`src/rtl/uart_tx_pkg.sv`:
```
// uart_tx_pkg: shared constants and types for the UART transmitter.
//   - settings word layout (DELAYFRAMES, STOPBITS, PARITY, DATABITS)
//   - parity / stop-bit encodings
//   - one-hot FSM state type
//   - eff_databits(): maps the DATABITS field to the number of bits sent
package uart_tx_pkg;

    localparam int unsigned UartConfigWidthDelayframes = 16;
    localparam int unsigned UartConfigWidthStopbits    = 2;
    localparam int unsigned UartConfigWidthParity      = 2;
    localparam int unsigned UartConfigWidthDatabits    = 4;
    localparam int unsigned UartConfigWidth            = UartConfigWidthDelayframes +
                                                         UartConfigWidthStopbits +
                                                         UartConfigWidthParity +
                                                         UartConfigWidthDatabits;
    localparam int unsigned UartDataWidth              = 8;

    localparam logic [1:0] UartParityNone = 2'd0;
    localparam logic [1:0] UartParityOdd  = 2'd1;
    localparam logic [1:0] UartParityEven = 2'd2;

    localparam logic [1:0] UartStopbits1  = 2'd0;
    localparam logic [1:0] UartStopbits2  = 2'd1;

    // MSB..LSB: delayframes, stopbits, parity, databits
    typedef struct packed {
        logic [UartConfigWidthDelayframes-1:0] delayframes;
        logic [UartConfigWidthStopbits-1:0]    stopbits;
        logic [UartConfigWidthParity-1:0]      parity;
        logic [UartConfigWidthDatabits-1:0]    databits;
    } uart_settings_t;

    typedef enum logic [4:0] {
        StIdle   = 5'b00001,
        StStart  = 5'b00010,
        StData   = 5'b00100,
        StParity = 5'b01000,
        StStop   = 5'b10000
    } uart_tx_state_e;

    // 0 or anything wider than the data path means "full width".
    function automatic int unsigned eff_databits(
        input logic [UartConfigWidthDatabits-1:0] field,
        input int unsigned                        data_width
    );
        int unsigned f;
        f = 32'(field);
        if (f == 0 || f > data_width) begin
            return data_width;
        end
        return f;
    endfunction

endpackage

```
`src/rtl/uart_tx_if.sv`:
```
// uart_tx_if: client <-> transmitter bundle.
//   ce            clock enable for the bit timer
//   datain        word to send
//   uart_tx_start send request
//   uart_tx_ready transmitter idle
//   uart_tx_done  one-cycle pulse at end of last stop bit
//   uart_txpin    serial line (idle high)
//   settings      runtime frame format / bit period
// master = client side, slave = transmitter side.
interface uart_tx_if
    import uart_tx_pkg::*;
#(
    parameter int unsigned DATA_WIDTH = UartDataWidth
) ();

    logic                       ce;
    logic [DATA_WIDTH-1:0]      datain;
    logic                       uart_tx_start;
    logic                       uart_tx_ready;
    logic                       uart_tx_done;
    logic                       uart_txpin;
    logic [UartConfigWidth-1:0] settings;

    modport master (
        output ce, datain, uart_tx_start, settings,
        input  uart_tx_ready, uart_tx_done, uart_txpin
    );

    modport slave (
        input  ce, datain, uart_tx_start, settings,
        output uart_tx_ready, uart_tx_done, uart_txpin
    );

endinterface

```
`src/rtl/counter_with_strobe.sv`:
```
// counter_with_strobe: bit-period timer.
//   clk, rst (async, active-high), ce, reset_value, strobe
// Counts ce-qualified clocks from 0; strobe marks the ce cycle in which the
// count reaches reset_value, giving a period of reset_value+1 ce cycles.
// With LATENCY > 0 the strobe is delayed by that many clocks.
module counter_with_strobe #(
    parameter int unsigned WIDTH   = 16,
    parameter int unsigned LATENCY = 0
) (
    input  logic             clk,
    input  logic             rst,
    input  logic             ce,
    input  logic [WIDTH-1:0] reset_value,
    output logic             strobe
);

    logic [WIDTH-1:0] count_q;
    logic             hit;

    assign hit = ce && (count_q == reset_value);

    always_ff @(posedge clk or posedge rst) begin
        if (rst) begin
            count_q <= '0;
        end else if (ce) begin
            count_q <= hit ? '0 : count_q + 1'b1;
        end
    end

    if (LATENCY == 0) begin : g_direct
        assign strobe = hit;
    end else begin : g_pipe
        logic [LATENCY-1:0] pipe_q;
        logic [LATENCY:0]   pipe_ext;
        assign pipe_ext = {pipe_q, hit};
        always_ff @(posedge clk or posedge rst) begin
            if (rst) begin
                pipe_q <= '0;
            end else begin
                pipe_q <= pipe_ext[LATENCY-1:0];
            end
        end
        assign strobe = pipe_q[LATENCY-1];
    end

endmodule

```
`src/rtl/uart_tx.sv`:
```
// uart_tx: UART transmitter. Sends start bit, LSB-first data, optional
// parity and 1 or 2 stop bits, one word per accepted request.
//   clk, rst   clock, asynchronous active-high reset
//   bus        uart_tx_if.slave (ce, datain, uart_tx_start, uart_tx_ready,
//              uart_tx_done, uart_txpin, settings)
// Optional feature: define UART_TX_PARITY_EN to build the parity bit.
module uart_tx
    import uart_tx_pkg::*;
#(
    parameter int unsigned COUNTER_WIDTH = UartConfigWidthDelayframes,
    parameter int unsigned DATA_WIDTH    = UartDataWidth,
    parameter int unsigned LATENCY       = 0
) (
    input logic      clk,
    input logic      rst,
    uart_tx_if.slave bus
);

    localparam int unsigned CntWidth = (DATA_WIDTH > 1) ? $clog2(DATA_WIDTH) : 1;
    localparam int unsigned IdxIdle  = 0;

    uart_tx_state_e         state_q;
    logic                   txpin_q;
    logic                   ready_q;
    logic                   done_q;
    logic [DATA_WIDTH-1:0]  shift_q;
    logic [COUNTER_WIDTH-1:0] delay_q;
    logic [1:0]             stop_mode_q;
    logic [CntWidth-1:0]    bits_left_q;
    logic                   stop_left_q;

    uart_settings_t         cfg_in;
    logic [DATA_WIDTH-1:0]  shift_next;
    logic [CntWidth-1:0]    first_cnt;
    logic [4:0]             state_bits;
    logic                   timer_rst;
    logic                   strobe;

    assign cfg_in     = bus.settings;
    assign shift_next = shift_q >> 1;
    assign first_cnt  = CntWidth'(eff_databits(cfg_in.databits, DATA_WIDTH) - 1);
    assign state_bits = state_q;
    // Timer sits in reset while idle so each frame starts a fresh bit period.
    assign timer_rst  = state_bits[IdxIdle];

`ifdef UART_TX_PARITY_EN
    logic       parity_acc_q;
    logic [1:0] parity_mode_q;
    logic       par_en;
    logic       par_bit;
    assign par_en  = (parity_mode_q == UartParityOdd) || (parity_mode_q == UartParityEven);
    // Last data bit is folded in here because the accumulator lags by one bit.
    assign par_bit = parity_acc_q ^ shift_q[0] ^ (parity_mode_q == UartParityOdd);
`else
    logic unused_parity;
    assign unused_parity = ^cfg_in.parity;
`endif

    counter_with_strobe #(
        .WIDTH  (COUNTER_WIDTH),
        .LATENCY(LATENCY)
    ) u_timer (
        .clk        (clk),
        .rst        (timer_rst),
        .ce         (bus.ce),
        .reset_value(delay_q),
        .strobe     (strobe)
    );

    always_ff @(posedge clk or posedge rst) begin
        if (rst) begin
            state_q       <= StIdle;
            txpin_q       <= 1'b1;
            ready_q       <= 1'b1;
            done_q        <= 1'b0;
            shift_q       <= '0;
            delay_q       <= '0;
            stop_mode_q   <= UartStopbits1;
            bits_left_q   <= '0;
            stop_left_q   <= 1'b0;
`ifdef UART_TX_PARITY_EN
            parity_acc_q  <= 1'b0;
            parity_mode_q <= UartParityNone;
`endif
        end else begin
            done_q <= 1'b0;
            unique case (state_q)
                StIdle: begin
                    if (bus.uart_tx_start && ready_q) begin
                        state_q       <= StStart;
                        txpin_q       <= 1'b0;
                        ready_q       <= 1'b0;
                        shift_q       <= bus.datain;
                        delay_q       <= COUNTER_WIDTH'(cfg_in.delayframes);
                        stop_mode_q   <= cfg_in.stopbits;
                        bits_left_q   <= first_cnt;
`ifdef UART_TX_PARITY_EN
                        parity_acc_q  <= 1'b0;
                        parity_mode_q <= cfg_in.parity;
`endif
                    end
                end
                StStart: begin
                    if (strobe) begin
                        state_q <= StData;
                        txpin_q <= shift_q[0];
                    end
                end
                StData: begin
                    if (strobe) begin
`ifdef UART_TX_PARITY_EN
                        parity_acc_q <= parity_acc_q ^ shift_q[0];
`endif
                        if (bits_left_q == '0) begin
                            stop_left_q <= (stop_mode_q != UartStopbits1);
`ifdef UART_TX_PARITY_EN
                            if (par_en) begin
                                state_q <= StParity;
                                txpin_q <= par_bit;
                            end else begin
                                state_q <= StStop;
                                txpin_q <= 1'b1;
                            end
`else
                            state_q <= StStop;
                            txpin_q <= 1'b1;
`endif
                        end else begin
                            shift_q     <= shift_next;
                            txpin_q     <= shift_next[0];
                            bits_left_q <= bits_left_q - 1'b1;
                        end
                    end
                end
`ifdef UART_TX_PARITY_EN
                StParity: begin
                    if (strobe) begin
                        state_q <= StStop;
                        txpin_q <= 1'b1;
                    end
                end
`endif
                StStop: begin
                    if (strobe) begin
                        if (stop_left_q) begin
                            stop_left_q <= 1'b0;
                        end else begin
                            state_q <= StIdle;
                            ready_q <= 1'b1;
                            done_q  <= 1'b1;
                        end
                    end
                end
                default: begin
                    state_q <= StIdle;
                    txpin_q <= 1'b1;
                    ready_q <= 1'b1;
                end
            endcase
        end
    end

    assign bus.uart_txpin    = txpin_q;
    assign bus.uart_tx_ready = ready_q;
    assign bus.uart_tx_done  = done_q;

endmodule

```
`src/flat_wrapper.sv`:
```
// flat-port wrapper written by rule: the top's interface ports become plain ports
module uart_tx_flat import uart_tx_pkg::*;
#(
    parameter int unsigned COUNTER_WIDTH = UartConfigWidthDelayframes,
    parameter int unsigned DATA_WIDTH    = UartDataWidth,
    parameter int unsigned LATENCY       = 0
)
  (clk, rst, bus_ce, bus_datain, bus_uart_tx_start, bus_settings, bus_uart_tx_ready, bus_uart_tx_done, bus_uart_txpin);
  uart_tx_if #(.DATA_WIDTH(DATA_WIDTH)) bus_i ();
  input logic clk;
  input logic rst;
  input wire logic [$bits(bus_i.ce)-1:0] bus_ce;
  input wire logic [$bits(bus_i.datain)-1:0] bus_datain;
  input wire logic [$bits(bus_i.uart_tx_start)-1:0] bus_uart_tx_start;
  input wire logic [$bits(bus_i.settings)-1:0] bus_settings;
  output wire logic [$bits(bus_i.uart_tx_ready)-1:0] bus_uart_tx_ready;
  output wire logic [$bits(bus_i.uart_tx_done)-1:0] bus_uart_tx_done;
  output wire logic [$bits(bus_i.uart_txpin)-1:0] bus_uart_txpin;
  assign bus_i.ce = bus_ce;
  assign bus_i.datain = bus_datain;
  assign bus_i.uart_tx_start = bus_uart_tx_start;
  assign bus_i.settings = bus_settings;
  assign bus_uart_tx_ready = bus_i.uart_tx_ready;
  assign bus_uart_tx_done = bus_i.uart_tx_done;
  assign bus_uart_txpin = bus_i.uart_txpin;
  uart_tx #(.COUNTER_WIDTH(COUNTER_WIDTH), .DATA_WIDTH(DATA_WIDTH), .LATENCY(LATENCY)) u_core (.clk(clk), .rst(rst), .bus(bus_i));
endmodule
```
`config.mk`:
```
export PLATFORM = sky130hd
export DESIGN_NAME = uart_tx_flat
export DESIGN_NICKNAME = d
export VERILOG_FILES = /design/src/rtl/uart_tx_pkg.sv /design/src/rtl/uart_tx_if.sv /design/src/rtl/counter_with_strobe.sv /design/src/rtl/uart_tx.sv /design/src/flat_wrapper.sv
export SDC_FILE = /design/constraint.sdc
export NUM_CORES = 1
export LEC_CHECK = 0
export ABC_AREA = 1
export CORE_ASPECT_RATIO = 1.25
export CORE_UTILIZATION = 40
export CTS_CLUSTER_DIAMETER = 30
export DETAILED_ROUTE_END_ITERATION = 10
export HOLD_SLACK_MARGIN = 0.15
export PLACE_DENSITY_LB_ADDON = 0.3
export SLEW_MARGIN = 20
export SYNTH_ARGS = -nofsm -noshare
export SYNTH_HDL_FRONTEND = slang
export SYNTH_SLANG_ARGS = --single-unit
```
`constraint.sdc`:
```
create_clock -name clk -period 1.1 [get_ports clk]
set_input_delay 0.165 -clock clk [delete_from_list [all_inputs] [get_ports clk]]
set_output_delay 0.165 -clock clk [all_outputs]
set_load 0.02 [all_outputs]
```
==> results of run 1 <==
[sequential cells by signal, indices dropped and copies added, names as in the netlist]
signal and flops:
u_core.delay_q 16, u_core.u_timer.count_q 16, u_core.shift_q 8, u_core.state_bits 4
u_core.bits_left_q 3, u_core.stop_mode_q 2, u_core.bus.uart_tx_done 1, u_core.bus.uart_tx_ready 1
u_core.bus.uart_txpin 1, u_core.stop_left_q 1
[layout make-up]
cell class / count / area (um^2)
clock buffers: 7 / 76.3
clock inverters: 1 / 7.51
fillers: 584 / 2530
inverters: 74 / 287
multi-input cells: 264 / 1700
flip-flops and latches: 53 / 1330
well taps: 92 / 115
repair buffers: 153 / 1350
[metal layers]
metal / wire, um / global-route usage / vias to the layer above
met1: 3180 / 0.229 / 1496
met4: 328 / 0.124 / 0
li1: - / - / 1552
met2: 4610 / 0.404 / 60
met5: 0 / 0 / -
met3: 194 / 0.0355 / 27
[stage by stage]
stage	hold WS, ns	cells	TNS (ns)	instance area (um^2)
after floorplan	0.223	401	-26.57	3140
after global placement	0.356	614	-27.51	4270
after detailed placement	0.360	614	-29.34	4270
after CTS	0.206	633	-21.04	4580
after global routing	0.212	644	-31.46	4870
final	0.184	644	-26.08	4870
[power by group through the flow]
stage	Sequential [uW]	Clock [uW]	Combinational, uW
global placement	3340	0	6880
finish	3410	1110	8620
CTS	3380	1130	7660
global route	3500	1220	9460
floorplan	3330	0	4120
detailed placement	3380	0	7040
[cells by family after synthesis]
kind of cell,synth area share
muxes,0.0147
xor gates and xnor gates,0.0114
DFF,0.433
and+or+nand+nor,0.308
AOI/OAI and AO/OA,0.110
adders and majority gates,0.00815
buffers and inverters,0.115
[worst max-delay path, cell delays in order, from the launching register on]
cell,delay [ns]
dfstp_2,0.57
clkinvlp_4,0.12
nor3_4,0.22
inv_1,0.08
nor2_2,0.15
inv_2,0.08
nand2_4,0.09
nor2_8,0.05
buf_12,0.15
nand2_1,0.07
o21ai_2,0.05
[cell usage after synthesis (all sizes together)]
cell type,count,area (um^2)
dfrtp,50,1250
nand3,24,138
a22oi,1,7.51
ha,2,25.0
inv,74,278
o22ai,1,6.26
nand4,8,56.3
o2111ai,1,8.76
mux2,4,45.0
o21ai,32,201
and3b,1,8.76
nand3b,3,22.5
nor3,9,66.3
a21oi,19,98.9
dfstp,3,78.8
o21bai,1,7.51
nand2,98,405
buf,7,65.1
a31oi,1,6.26
xnor2,2,17.5
nor3b,1,7.51
clkbuf,3,11.3
nor2,53,235
or2,1,6.26
xor2,2,17.5
[final timing paths]
check	to	slack, ns
setup / recovery	u_core.bits_left_q[2]	-0.63
hold / removal	u_core.delay_q[1]	0.18
setup reg to reg	u_core.bits_left_q[2]	-0.63
hold reg to reg	u_core.bus.uart_tx_ready	0.49
max in group asynchronous	u_core.u_timer.count_q[3]	0.35
min in group clk	u_core.delay_q[8]	0.42
[repair_timing]
item	in CTS	in global routing
endpoints found under the setup margin	56	55
buffers inserted	13	11
hold endpoints to repair	0	0
gates resized for setup	56	55
hold buffers	0	0
gates cloned	0	2
pin swaps	7	18
==> results by group, run 1 <==
Cells and area
  – Layout cells sized above 1: 0.453
  – Area grow syn2layout: 58.5%
  – Commonest non-fill, non-tap cell in the layout: buf_4
  – Commonest cells after routing, fill and taps aside: 96 x buf_4, 65 x nand2_1, 56 x inv_1
  – Nets@finish: 589
  – Antenna diodes: 0
  – Core Util, Final: 0.658

Power and ir drop
  – Pwr/cell area: 2700 nW/um^2
  – Reg power frac: 0.259
  – Total Power: 13100 uW
  – Switch Pwr: 5490 uW
  – Combinational fraction of design power: 0.656
  – Switching share of power: 0.418
  – Internal Power: 7640 uW
  – Proportion of power drawn by the clock network: 0.084
  – Leakage: 0.00251 uW
  – Worst vdd ir: 0.00168 V

Status
  – Outcome: finished, violations left
  – Failing checks: negative setup slack

STA
  – Clock Skews: 0.00769 ns
  – Slew Viols, Final: 0
  – Worst-Margin Slew: 0.412 ns
  – Max-slew headroom: 0.722
  – RSZ-0062 raised after global routing: true
  – Tmin final: 1.73 ns
  – Final count of hold timing violations: 0
  – Fmax: 578 MHz
  – Fin crit share: 1.57
  – Count of final setup violators: 55
  – Worst setup margin: -0.629 ns

Logic synthesis
  – Yosys Warn Count: 0
  – Synthesized instance count: 401
  – Syn Area/Cell: 7.66 um^2
  – Mapped Area: 3070 um^2
  – Seq cells post-synth: 53
  – Cell variety after synth: 42
  – Synth Net Count: 439
  – Seq/Total Area, Yosys: 0.433

Route
  – Via density: 4.87
  – DRT Pass-1 Iters: 4
  – # DRC: 0
  – ANT nets after route: 0
  – Via Count: 3135
  – Initial DRC count: 98
  – Final WL: 8300 um
  – DR WL/cell: 12.9 um

Placement
  – Hpwl dp: 5680 um
  – Port-buffer cells: 36
  – Post-Place Worst Slack: -0.762 ns
  – Placer Congestion: 0.856

Die
  – Row count: 35
  – Die Ht: 100 um
  – IO Pins: 39
  – Die Area: 8040 um^2
  – Initial Util: 0.415
  – Total core area: 7400 um^2
  – Die width: 80.4 um

Setup path
  – Setup CP Type: reg2reg
  – Reg2reg start: u_core.state_bits[0]
  – Setup crit start: u_core.state_bits[0]
  – FF-to-FF path depth: 10
  – CP endpoint kind: flop
  – Nature of the critical path startpoint: flop
  – Worst Path Required: 1.31 ns
  – WP data arrival: 1.94 ns
  – Crit-path max FO: 8

Run
  – # Max-Cap Violations: 0

Global route
  – Largest net degree at the start of global routing: 38
  – Total gr overflow: 0
  – Initial antenna violation count: 0
  – First-pass GRT wire length: 13500 um
  – Overall routing resource usage: 0.218
  – Vias in the first global route: 3209

Clock tree
  – Max Root-Sink Buffers: 2
  – CTS root buffer: clkbuf_8
  – Num CTS Buffers: 5
  – CTS tree: yes
  – H-Tree Level Count: 2
  – Clock transition at path regs: 0.10 ns
  – Worst-Skew Late Latency: 0.31 ns
  – CTS sink cnt: 53

Min path
  – Hold Crit Class: in2async
No activity file was read; power rests on OpenSTA's default activity.
==> run 2, diff against run 1 <==
--- a/config.mk
+++ b/config.mk
@@ -6,6 +6,7 @@
 export NUM_CORES = 1
 export LEC_CHECK = 0
 export ABC_AREA = 1
+export CAP_MARGIN = 5
 export CORE_ASPECT_RATIO = 1.25
 export CORE_UTILIZATION = 40
 export CTS_CLUSTER_DIAMETER = 30
==> results of run 2 <==
Same layout as run 1: the final DEF is identical, and so are final timing and power.
